$ cat config.mk
export PLATFORM = sky130hd
export DESIGN_NAME = hsid_x_reg_initiator
export DESIGN_NICKNAME = d
export VERILOG_FILES = /design/src/rtl/hsid_x_reg_initiator.sv
export SDC_FILE = /design/constraint.sdc
export NUM_CORES = 1
export LEC_CHECK = 0
export BUFFER_PORTS_ARGS = -buffer_cell sky130_fd_sc_hd__buf_2
export CORE_MARGIN = 2
export CORE_UTILIZATION = 42
export DETAILED_ROUTE_END_ITERATION = 12
export GPL_TIMING_DRIVEN = 0
export PLACE_DENSITY = 0.76
export SLEW_MARGIN = 15
export SYNTH_ARGS = -nofsm -noshare
export SYNTH_HDL_FRONTEND = slang
export SYNTH_SLANG_ARGS = --single-unit
export TNS_END_PERCENT = 5
$ cat constraint.sdc
create_clock -name clk_i -period 1.75 [get_ports clk_i]
set_input_delay 0.175 -clock clk_i [delete_from_list [all_inputs] [get_ports clk_i]]
set_output_delay 0.175 -clock clk_i [all_outputs]
set_load 0.02 [all_outputs]
$ cat src/rtl/hsid_x_reg_initiator.sv
// hsid_x_reg_initiator: single-outstanding valid/ready command to register-bus initiator
// with a per-transaction ready timeout; the request/response buses are flattened to ports.
module hsid_x_reg_initiator #(
  parameter int unsigned TIMEOUT = 256
) (
  input  logic        clk_i,
  input  logic        rst_ni,
  input  logic        cmd_valid_i,
  output logic        cmd_ready_o,
  input  logic        cmd_write_i,
  input  logic [31:0] cmd_addr_i,
  input  logic [31:0] cmd_wdata_i,
  input  logic [3:0]  cmd_wstrb_i,
  output logic        reg_req_valid_o,
  output logic        reg_req_write_o,
  output logic [3:0]  reg_req_wstrb_o,
  output logic [31:0] reg_req_addr_o,
  output logic [31:0] reg_req_wdata_o,
  input  logic        reg_rsp_error_i,
  input  logic        reg_rsp_ready_i,
  input  logic [31:0] reg_rsp_rdata_i,
  output logic        rsp_valid_o,
  input  logic        rsp_ready_i,
  output logic [31:0] rsp_rdata_o,
  output logic        rsp_error_o,
  output logic        rsp_timeout_o,
  output logic        busy_o
);
  localparam int unsigned CNT_W = TIMEOUT > 0 ? $clog2(TIMEOUT + 1) : 1;
  localparam logic [1:0] IDLE = 2'd0;
  localparam logic [1:0] REQ  = 2'd1;
  localparam logic [1:0] RESP = 2'd2;
  logic [1:0]       state_q, state_d;
  logic [CNT_W-1:0] cnt_q, cnt_d;
  logic             req_valid_q, req_valid_d, req_write_q, req_write_d;
  logic [3:0]       req_wstrb_q, req_wstrb_d;
  logic [31:0]      req_addr_q, req_addr_d, req_wdata_q, req_wdata_d;
  logic             rsp_valid_q, rsp_valid_d, rsp_error_q, rsp_error_d;
  logic             rsp_timeout_q, rsp_timeout_d;
  logic [31:0]      rsp_rdata_q, rsp_rdata_d;
  logic             done, expire;
  // ready wins over a simultaneous timeout expiry
  assign done   = state_q == REQ && req_valid_q && reg_rsp_ready_i;
  assign expire = TIMEOUT != 0 && state_q == REQ && !done && cnt_q == CNT_W'(TIMEOUT - 1);
  always_comb begin
    state_d       = state_q;
    cnt_d         = cnt_q;
    req_valid_d   = req_valid_q;
    req_write_d   = req_write_q;
    req_wstrb_d   = req_wstrb_q;
    req_addr_d    = req_addr_q;
    req_wdata_d   = req_wdata_q;
    rsp_valid_d   = rsp_valid_q;
    rsp_error_d   = rsp_error_q;
    rsp_timeout_d = rsp_timeout_q;
    rsp_rdata_d   = rsp_rdata_q;
    if (state_q == IDLE && cmd_valid_i) begin
      state_d     = REQ;
      cnt_d       = '0;
      req_valid_d = 1'b1;
      req_write_d = cmd_write_i;
      req_addr_d  = cmd_addr_i;
      req_wstrb_d = cmd_write_i ? cmd_wstrb_i : 4'h0;
      req_wdata_d = cmd_write_i ? cmd_wdata_i : 32'h0;
    end else if (state_q == REQ) begin
      cnt_d = cnt_q + 1'b1;
      if (done || expire) begin
        state_d       = RESP;
        req_valid_d   = 1'b0;
        rsp_valid_d   = 1'b1;
        rsp_timeout_d = !done;
        rsp_error_d   = done ? reg_rsp_error_i : 1'b1;
        rsp_rdata_d   = done && !req_write_q ? reg_rsp_rdata_i : 32'h0;
      end
    end else if (state_q == RESP && rsp_ready_i) begin
      state_d     = IDLE;
      cnt_d       = '0;
      rsp_valid_d = 1'b0;
    end
  end
  always_ff @(posedge clk_i or negedge rst_ni) begin
    if (!rst_ni) begin
      state_q       <= IDLE;
      cnt_q         <= '0;
      req_valid_q   <= 1'b0;
      req_write_q   <= 1'b0;
      req_wstrb_q   <= 4'h0;
      req_addr_q    <= 32'h0;
      req_wdata_q   <= 32'h0;
      rsp_valid_q   <= 1'b0;
      rsp_error_q   <= 1'b0;
      rsp_timeout_q <= 1'b0;
      rsp_rdata_q   <= 32'h0;
    end else begin
      state_q       <= state_d;
      cnt_q         <= cnt_d;
      req_valid_q   <= req_valid_d;
      req_write_q   <= req_write_d;
      req_wstrb_q   <= req_wstrb_d;
      req_addr_q    <= req_addr_d;
      req_wdata_q   <= req_wdata_d;
      rsp_valid_q   <= rsp_valid_d;
      rsp_error_q   <= rsp_error_d;
      rsp_timeout_q <= rsp_timeout_d;
      rsp_rdata_q   <= rsp_rdata_d;
    end
  end
  assign cmd_ready_o     = state_q == IDLE;
  assign busy_o          = state_q != IDLE;
  assign reg_req_valid_o = req_valid_q;
  assign reg_req_write_o = req_write_q;
  assign reg_req_wstrb_o = req_wstrb_q;
  assign reg_req_addr_o  = req_addr_q;
  assign reg_req_wdata_o = req_wdata_q;
  assign rsp_valid_o     = rsp_valid_q;
  assign rsp_rdata_o     = rsp_rdata_q;
  assign rsp_error_o     = rsp_error_q;
  assign rsp_timeout_o   = rsp_timeout_q;
endmodule

# Word level (Yosys, flattened, before mapping)
# Cells that the tools add are included.
dict set report op_classes {
  eq_ne 5
  reduce_logical 20
  bitwise_logic 1
  muxes 17
  addsub 1
}
# cell count
set op_table {}
lappend op_table {{32-bit two-way mux} 2}
lappend op_table {{9-bit two-way mux} 3}
lappend op_table {{9-bit by 1-bit adder with 9-bit output, second input constant} 1}
lappend op_table {{9-bit by 8-bit equality test with 1-bit output, second input constant} 1}
lappend op_table {{2-bit two-way mux} 4}
lappend op_table {{2-bit nonzero test} 4}
lappend op_table {{1-bit logical AND} 7}
lappend op_table {{1-bit two-way mux} 7}
lappend op_table {{3-bit AND reduction} 2}
lappend op_table {{4-bit two-way mux} 1}
lappend op_table {{2-bit AND reduction} 2}
lappend op_table {{3-bit by 1-bit inequality test with 1-bit output, second input constant} 1}
lappend op_table {{3-bit nonzero test} 1}
lappend op_table {{2-bit by 1-bit equality test with 1-bit output, second input constant} 1}
lappend op_table {{2-bit equality test, second input constant} 1}
lappend op_table {{1-bit logical NOT} 2}
lappend op_table {{2-bit logical NOT} 1}
lappend op_table {{2-bit by 1-bit inequality test with 1-bit output, second input constant} 1}
lappend op_table {{1-bit logical OR} 1}
lappend op_table {{1-bit NOT} 1}
dict set report word_totals {
  elab_cells 55
  regBits 116
  inputBits 107
}

# Longest topological paths before layout
# Gate-level depths: netlist (run 1).
dict set report depth {
  ltp_word 10
  mapped_depth 7
  ltp_nobuf 6
}

# Worst setup path before layout (run 1)
# Ideal clock, no wire load.
dict set report synth_timing {
  kind {reg2reg}
  startpoint {register cnt_q[0]}
  endpoint {register state_q[1]}
  slack_ns -0.137
  arrival_time_ns 1.756
  setup_time_ns 0.131
  stages_incl_launch_ff 8
  required_ns 1.619
  cell_sequence {dfrtp_1 -> ha_1 -> nand3_1 -> nor3_1 -> ha_1 -> o21ai_1 -> buf_2 -> a22oi_1}
}
dict set report synth_between {
  elab_chain_cells 5
}
# item line
set synth_lines {}
lappend synth_lines {{start: declaration} 34} ;# logic [CNT_W-1:0] cnt_q, cnt_d;
lappend synth_lines {{start signal: assignment} 96} ;# cnt_q <= cnt_d;
lappend synth_lines {{9-bit by 8-bit equality test with 1-bit output} 44} ;# assign expire = TIMEOUT != 0 && state_q == REQ && !done && cnt_q == CNT_W'(TIMEOUT - 1);
lappend synth_lines {{1-bit logical AND} 44}
lappend synth_lines {{1-bit logical OR} 67} ;# if (done || expire) begin
lappend synth_lines {{3-bit by 1-bit inequality test with 1-bit output (no source line)} n/a}
lappend synth_lines {{2-bit AND reduction (no source line)} n/a}
lappend synth_lines {{end signal: assignment} 95} ;# state_q <= state_d;
lappend synth_lines {{end: declaration} 33} ;# logic [1:0] state_q, state_d;
# No other way between the ends.
# A chain may end at the register's enable or synchronous reset.

# Final worst setup path (run 1)
dict set report layout_timing {
  startpoint {register cnt_q[1]}
  endpoint {register rsp_rdata_q[16], in the netlist rsp_rdata_o[16]}
}
dict set report layout_between {
  elab_chain_cells 4
}
# item line
set layout_lines {}
lappend layout_lines {{9-bit by 8-bit equality test with 1-bit output} 44}
lappend layout_lines {{1-bit logical AND} 44}
lappend layout_lines {{1-bit logical OR} 67}
lappend layout_lines {{3-bit AND reduction (no source line)} n/a}
lappend layout_lines {{end signal: assignment} 105} ;# rsp_rdata_q <= rsp_rdata_d;
lappend layout_lines {{end: declaration} 40} ;# logic [31:0] rsp_rdata_q, rsp_rdata_d;
# No other way between the ends.

==> qor.txt, run 1 <==
# port buffers: 212
routed len/inst: 16.6 um
total iterations of the first detailed-routing run: 4
maximum resistive drop on vdd: 0.000872 V
TritonCTS clock tree: yes
Initial Utilization: 43.4%
Worst Setup Start Kind: register
static power due to leakage: 3.80 nW
run status: finished, violations left
post-route DRC violation count: 0
global-route wire length before repair: 22800 um
arrival time worst endpoint: 2150 ps
Hold Violations, Final: 0
FF+latch count, synth: 116
maximum fanout encountered on the critical timing path: 10
total power per unit cell area: 1710 nW/um^2
Remaining Overflow, GRT: 0
maximum single-stage delay on the critical path: 400 ps
final setup skew: 7.11 ps
DIE WIDTH: 108 um
total clock buffers created by CTS: 17
Antenna Cells: 0
number of placed I/O pins: 214
top post-synthesis cells by area: sky130_fd_sc_hd__dfrtp_1, sky130_fd_sc_hd__nand2_1, sky130_fd_sc_hd__mux2_2
largest area contributor in the netlist: sky130_fd_sc_hd__dfrtp_1
routability-driven placement congestion ratio: 0.764
net switching fraction of the power: 37.8%
count of unique library cells instantiated by Yosys: 34
Logic pwr share: 39.0%
count of filler cells inserted in the layout: 682
Starting DRT DRC Count: 219
fin crit share: 101%
most used standard cell by instance count after synthesis: sky130_fd_sc_hd__dfrtp_1
violations in the final reports: setup timing
DIE AREA: 11600 um^2
clock transition at the registers of the reported paths: 60 ps
Seq pwr share: 34.0%
class of the most critical setup path: reg2reg
GRT Util Overall: 25.7%
Clock Sinks: 116
vias in the first global route: 4616
number of antenna violations at the first check in global routing: 0
top flip-flop cell by instance count after synthesis: sky130_fd_sc_hd__dfrtp_1
ratio of routed vias to standard cells: 5.02
buffers from clock root to sink, at most: 2
aggregate routed wire length: 14300 um
number of warnings reported in the yosys synthesis log: 0
required time at the endpoint of the critical path: 2140 ps
Clock Root Buffer: sky130_fd_sc_hd__clkbuf_8
synthesized net count: 481
Synth top area share: 64.5%
fin worst setup slack: -16.5 ps
count of flip-flops with a built-in enable after synthesis: 0
Final Net Count: 821
path type of the worst min-delay path: in2reg
proportion of layout cells with a drive suffix above 1: 41.8%
estimated wirelength of the detail-placed design: 8500 um
Die Y: 108 um
accumulated negative setup slack: -17.6 ps
actual slew at the worst max-slew pin: 603 ps
final antenna-violating net count: 0
DR vias: 4322
setup repair after global routing missed its margin: yes
async set or reset register ratio after synthesis: 100%
number of maximum-capacitance constraint violations: 0
P&R area growth vs syn: 66.8%
Clock Latency Late Sink: 500 ps
average cell area after synthesis: 12.1 um^2
post-layout minimum cycle time: 1770 ps
Worst Hold Margin: 59.9 ps
headroom to the max-slew limit: 59.8%
largest net degree at the start of global routing: 68
final cell utilization of the core: 72.4%
cells along the critical path: ha_4 > nand3_4 > nor3_2 > ha_2 > o21ai_4 > buf_6 > a22o_1
Internal: 0.00801 W
fraction of the yosys area taken by sequential cells: 64.5%
number of H-tree levels: 4
Cell Area, Synth: 4500 um^2
final-report setup violation count: 2
synthesized netlist cell count: 372
area of the core: 10400 um^2
most common library cells after synthesis: sky130_fd_sc_hd__dfrtp_1, sky130_fd_sc_hd__nand2_1, sky130_fd_sc_hd__o21ai_0
switching power of the nets: 0.00486 W
Clk network pwr share: 27.0%
maximum frequency from static timing analysis: 566 MHz
crit path capture type: register
cell type of the slowest stage on the worst timing path: sky130_fd_sc_hd__dfrtp_1
number of rows in the core area: 37
max-slew violation count: 0
-- layout make-up --
type	count	area, um^2	area share (%)
Inverter	8	30.0	0.400
Clock buffer	17	414	5.51
Tap cell	136	170	2.27
Timing Repair Buffer	321	2160	28.8
Clock inverter	15	183	2.43
Buffer	23	139	1.85
Multi-Input combinational cell	225	1510	20.1
Sequential cell	116	2910	38.7
-- final timing paths --
path	start	to	slack [ps]	depth (start not counted)
setup / recovery	cnt_q[1]	rsp_rdata_o[16]	-20	7
hold / removal	reg_rsp_ready_i	rsp_timeout_o	60	3
hold reg to reg	reg_req_wdata_o[16]	reg_req_wdata_o[16]	480	2
max in group asynchronous	rst_ni	reg_req_addr_o[24]	900	3
setup reg to reg	cnt_q[1]	rsp_rdata_o[16]	-20	7
min in group asynchronous	rst_ni	reg_req_valid_o	160	2
-- worst max-delay path: cells and delay by family (launching register included) --
kind | cells | cell delay [ps]
flops | 1 | 400
simple gates | 2 | 280
buf+inv | 1 | 190
compound gates | 2 | 360
fa+ha+maj | 2 | 420
-- repair_timing --
item | CTS | global route
endpoints found under the hold margin | 151 | 0
cloned | 1 | 0
resized for setup | 15 | 14
setup endpoints to repair | 67 | 76
buffers inserted | 4 | 0
pin swaps | 2 | 23
hold buffers | 103 | 0
-- routing by layer --
| layer | wire (um) | part of all wire (%) | global-route usage, % | up-vias |
|---|---|---|---|---|
| li1 | - | - | - | 1984 |
| met3 | 1120 | 7.9 | 8.54 | 35 |
| met5 | 0 | 0 | 0 | - |
| met2 | 7480 | 52 | 45.1 | 230 |
| met1 | 5370 | 38 | 28.4 | 2073 |
| met4 | 330 | 2.3 | 11.1 | 0 |
-- layout by cell type, fill, tap and decap left out, drive strengths merged, types with 3 or more instances in the layout --
cell,netlist,routed
bufinv,0,3
clkinvlp,0,4
clkbuf,15,29
dlygate4sd3,0,103
o22ai,3,3
nor2,4,4
a22o,32,32
clkinv,0,6
o211ai,3,3
nand3,5,5
dfrtp,116,116
inv,8,10
nand2,79,79
a22oi,3,3
a21oi,4,4
mux2,33,33
buf,8,229
o21ai,38,38
-- power by group through the flow --
stage               registers (W)  logic, W  clock network [W]
floorplan                 0.00551   0.00172                  0
global placement          0.00429   0.00447                  0
detailed placement        0.00434   0.00460                  0
CTS                       0.00433   0.00490            0.00351
global route              0.00450   0.00540            0.00366
finish                    0.00438   0.00502            0.00347
-- kinds of logic after synthesis --
| logic type | count (synthesis) | share of synthesized area (%) |
|---|---|---|
| flops | 116 | 64.5 |
| simple gates | 99 | 9.17 |
| compound gates | 90 | 13.6 |
| mux | 34 | 9.14 |
| buf+inv | 31 | 3.08 |
| fa+ha+maj | 2 | 0.556 |
-- state kept, by name, summed over array words and instances (netlist names) --
register         cells
rsp_error_o          1
reg_req_valid_o      1
cnt_q                9
reg_req_write_o      1
reg_req_wstrb_o      4
state_q              2
reg_req_addr_o      32
reg_req_wdata_o     32
rsp_valid_o          1
rsp_rdata_o         32
rsp_timeout_o        1
-- per-stage QoR --
step	setup WS, ps	instances	total power, W	instance area [um^2]
2_1_floorplan	3.11	372	0.00723	4510
3_3_place_gp	-777	720	0.00877	5740
3_5_place_dp	-236	721	0.00894	5780
4_1_cts	2.29	861	0.0127	7490
5_1_grt	-75.7	861	0.0136	7510
6_report	-16.5	861	0.0129	7510
No activity file was read; power rests on OpenSTA's default activity.
==> inputs of run 2 (changes only) <==
--- a/config.mk
+++ b/config.mk
@@ -5,12 +5,13 @@
 export SDC_FILE = /design/constraint.sdc
 export NUM_CORES = 1
 export LEC_CHECK = 0
+export ABC_AREA = 1
 export BUFFER_PORTS_ARGS = -buffer_cell sky130_fd_sc_hd__buf_2
 export CORE_MARGIN = 2
 export CORE_UTILIZATION = 42
 export DETAILED_ROUTE_END_ITERATION = 12
 export GPL_TIMING_DRIVEN = 0
-export PLACE_DENSITY = 0.76
+export PLACE_DENSITY = 0.75
 export SLEW_MARGIN = 15
 export SYNTH_ARGS = -nofsm -noshare
 export SYNTH_HDL_FRONTEND = slang
==> qor.txt, run 2 <==
ratio of routed vias to standard cells: 4.82 (-3.9%)
Crit Reg-Reg Startpoint: cnt_q[1]
synthesized netlist cell count: 541 (+45%)
number of rows in the core area: 38 (+2.7%)
fin crit share: 104% (+3.3 points)
proportion of layout cells with a drive suffix above 1: 34.0% (-7.8 points)
headroom to the max-slew limit: 65.2% (+5.4 points)
arrival time worst endpoint: 2110 ps (-40 ps)
DIE AREA: 12200 um^2 (+5.5%)
number of maximum-capacitance constraint violations: 0 (unchanged)
DR vias: 4809 (+11%)
Clock Root Buffer: sky130_fd_sc_hd__clkbuf_16
static power due to leakage: 4.10 nW (+7.8%)
final-report setup violation count: 31 (+29)
number of warnings reported in the yosys synthesis log: 0 (unchanged)
most common library cells after synthesis: sky130_fd_sc_hd__nand2_1, sky130_fd_sc_hd__dfrtp_1, sky130_fd_sc_hd__nand3_1
async set or reset register ratio after synthesis: 100% (unchanged)
number of placed cells counting well taps: 894 (+24%)
buffers from clock root to sink, at most: 2 (unchanged)
crit path capture type: register
aggregate routed wire length: 14300 um (+0.10%)
accumulated negative setup slack: -1720 ps (-1700 ps)
Initial Utilization: 43.5% (+0.11 points)
depth of the worst register-to-register path: 10 (+3)
area of the core: 10900 um^2 (+5.5%)
Remaining Overflow, GRT: 0 (unchanged)
Antenna Cells: 0 (unchanged)
run status: finished, violations left
number of H-tree levels: 4 (unchanged)
required time at the endpoint of the critical path: 2030 ps (-110 ps)
largest net degree at the start of global routing: 62 (-8.8%)
final antenna-violating net count: 0 (unchanged)
estimated wirelength of the detail-placed design: 9260 um (+8.9%)
total clock buffers created by CTS: 17 (unchanged)
setup slack on the worst flop-to-flop path: -70 ps (-60 ps)
P&R area growth vs syn: 56.0%
top post-synthesis cells by area: sky130_fd_sc_hd__dfrtp_1, sky130_fd_sc_hd__nand2_1, sky130_fd_sc_hd__nand3_1
number of antenna violations at the first check in global routing: 0 (unchanged)
total power per unit cell area: 1830 nW/um^2 (+7.0%)
violations in the final reports: setup timing
setup repair after global routing missed its margin: yes
GRT Util Overall: 23.7% (-2.0 points)
maximum fanout encountered on the critical timing path: 9 (-1)
Starting DRT DRC Count: 280 (+28%)
count of unique library cells instantiated by Yosys: 21 (-38%)
class of the most critical setup path: reg2reg
fraction of the yosys area taken by sequential cells: 61.0% (-3.5 points)
maximum single-stage delay on the critical path: 430 ps (+30 ps)
Final Net Count: 953 (+16%)
hold-critical path depth: 3 (unchanged)
Hold Violations, Final: 0 (unchanged)
count of flip-flops with a built-in enable after synthesis: 0 (unchanged)
total iterations of the first detailed-routing run: 5 (+1)
number of placed I/O pins: 214 (unchanged)
Worst Setup Start Kind: register
post-layout minimum cycle time: 1820 ps (+58.1 ps)
post-route DRC violation count: 0 (unchanged)
largest area contributor in the netlist: sky130_fd_sc_hd__dfrtp_1
Clock Sinks: 116 (unchanged)
FF+latch count, synth: 116 (unchanged)
commonest cells after routing, fill and taps aside: sky130_fd_sc_hd__nand2_1, sky130_fd_sc_hd__buf_2, sky130_fd_sc_hd__dfrtp_1
most common cell after layout, fill and taps aside: sky130_fd_sc_hd__nand2_1
max-slew violation count: 0 (unchanged)
cell type of the slowest stage on the worst timing path: sky130_fd_sc_hd__dfrtp_1
maximum frequency from static timing analysis: 548 MHz (-3.2%)
endpoint of the worst hold-timing path: reg_req_wdata_o[5]
most used standard cell by instance count after synthesis: sky130_fd_sc_hd__nand2_1
average cell area after synthesis: 8.80 um^2 (-27%)
global-route wire length before repair: 23600 um (+3.6%)
top flip-flop cell by instance count after synthesis: sky130_fd_sc_hd__dfrtp_1
Setup WS pre-CTS: -204 ps (+32.0 ps)
Cell Area, Synth: 4760 um^2 (+5.7%)
TritonCTS clock tree: yes
actual slew at the worst max-slew pin: 523 ps (-80.4 ps)
maximum resistive drop on vdd: 0.00107 V (+23%)
routed len/inst: 14.4 um (-14%)
Min-Delay Startpoint: cmd_wdata_i[5]
cells along the critical path: ha_4 > nand4_1 > nor3_2 > ha_2 > inv_2 > nor2_4 > inv_4 > buf_6 > nand3_1 > nand2_1
Synth top area share: 61.0% (-3.5 points)
path type of the worst min-delay path: in2reg
# port buffers: 212 (unchanged)
vias in the first global route: 4959 (+7.4%)
clock transition at the registers of the reported paths: 60 ps (about the same)
Clock Latency Late Sink: 410 ps (-90 ps)
DIE WIDTH: 110 um (+2.7%)
final setup skew: 13.2 ps (+6.07 ps)
Die Y: 110 um (+2.7%)
Cell Count, Final, Fillers Out: 997 (+16%)
synthesized net count: 650 (+35%)
routability-driven placement congestion ratio: 0.850 (+11%)
Reg-to-Reg End: rsp_rdata_o[20]
fin worst setup slack: -74.6 ps (-58.1 ps)
[run 2: changes by cell type after synthesis, sizes merged, moves of 3 or more]
| cell | before | now |
|---|---|---|
| nand3 | 5 | 53 |
| nor2 | 4 | 12 |
| o22ai | 3 | 0 |
| a21oi | 4 | 0 |
| buf | 8 | 22 |
| mux2 | 33 | 0 |
| nand2 | 79 | 272 |
| clkbuf | 15 | 6 |
| o211ai | 3 | 0 |
| inv | 8 | 14 |
| a22o | 32 | 0 |
[run 2: cell type report]
cell class	count	area, um^2
clock inverters	12	203
plain buffers	28	180
clock buffers	20	457
well taps	140	175
inverters	14	55.1
fillers	833	3510
multi-input cells	383	1670
repair buffers	284	1780
flip-flops and latches	116	2900
[run 2: power breakdown]
part / switching [W] / leakage [nW] / internal, W
clock: 0.00123 / 0.308 / 0.00260
combinational: 0.00344 / 2.30 / 0.00178
sequential: 0.000719 / 1.49 / 0.00385
[run 2: cells by family after synthesis]
group,count (synthesis),share of synthesized area [%]
adder cells (fa/ha/maj),2,0.526
AO/OA/AOI/OAI,40,4.36
buffers and inverters,42,4.50
flip-flops,116,61.0
AND/OR/NAND/NOR,341,29.6
[run 2: worst max path at each step]
stage          slack (ps)           endpoint      from
2_1_floorplan          70    rsp_rdata_o[10]  cnt_q[0]
3_3_place_gp         -820  reg_req_addr_o[5]    rst_ni
3_5_place_dp         -200    rsp_rdata_o[25]  cnt_q[0]
4_1_cts               -20     rsp_rdata_o[7]  cnt_q[0]
5_1_grt              -180    rsp_rdata_o[20]  cnt_q[1]
6_report              -70    rsp_rdata_o[20]  cnt_q[1]
[run 2: metal layers]
metal	vias up	track usage [%]	wire, um
met2	219	40.6	7130
li1	2312	-	-
met1	2239	27.7	5770
met5	-	0	0
met3	39	6.42	975
met4	0	10.9	448
[run 2: metrics by stage]
stage | hold slack [ps] | util, % | total power (W) | instance area [um^2]
floorplan | -121 | - | 0.00763 | 4760
global placement | 369 | 54.8 | 0.00938 | 6000
detailed placement | 166 | 55.1 | 0.00957 | 6030
CTS | 14.5 | 67.4 | 0.0136 | 7370
global route | 38.0 | 67.9 | 0.0144 | 7430
finish | 26.7 | 67.9 | 0.0136 | 7430
[run 2: critical path, delay by kind of cell (launching register included)]
family / cells / cell delay [ps]
buffers and inverters: 3 / 250
DFF: 1 / 430
and+or+nand+nor: 5 / 640
adders and majority gates: 2 / 380
[run 2: repair_timing]
item	CTS	global route
endpoints found under the setup margin	34	34
hold buffers	65	0
pin swaps	0	5
setup buffers	1	2
gates cloned	0	3
hold endpoints to repair	119	0
resized for setup	5	12
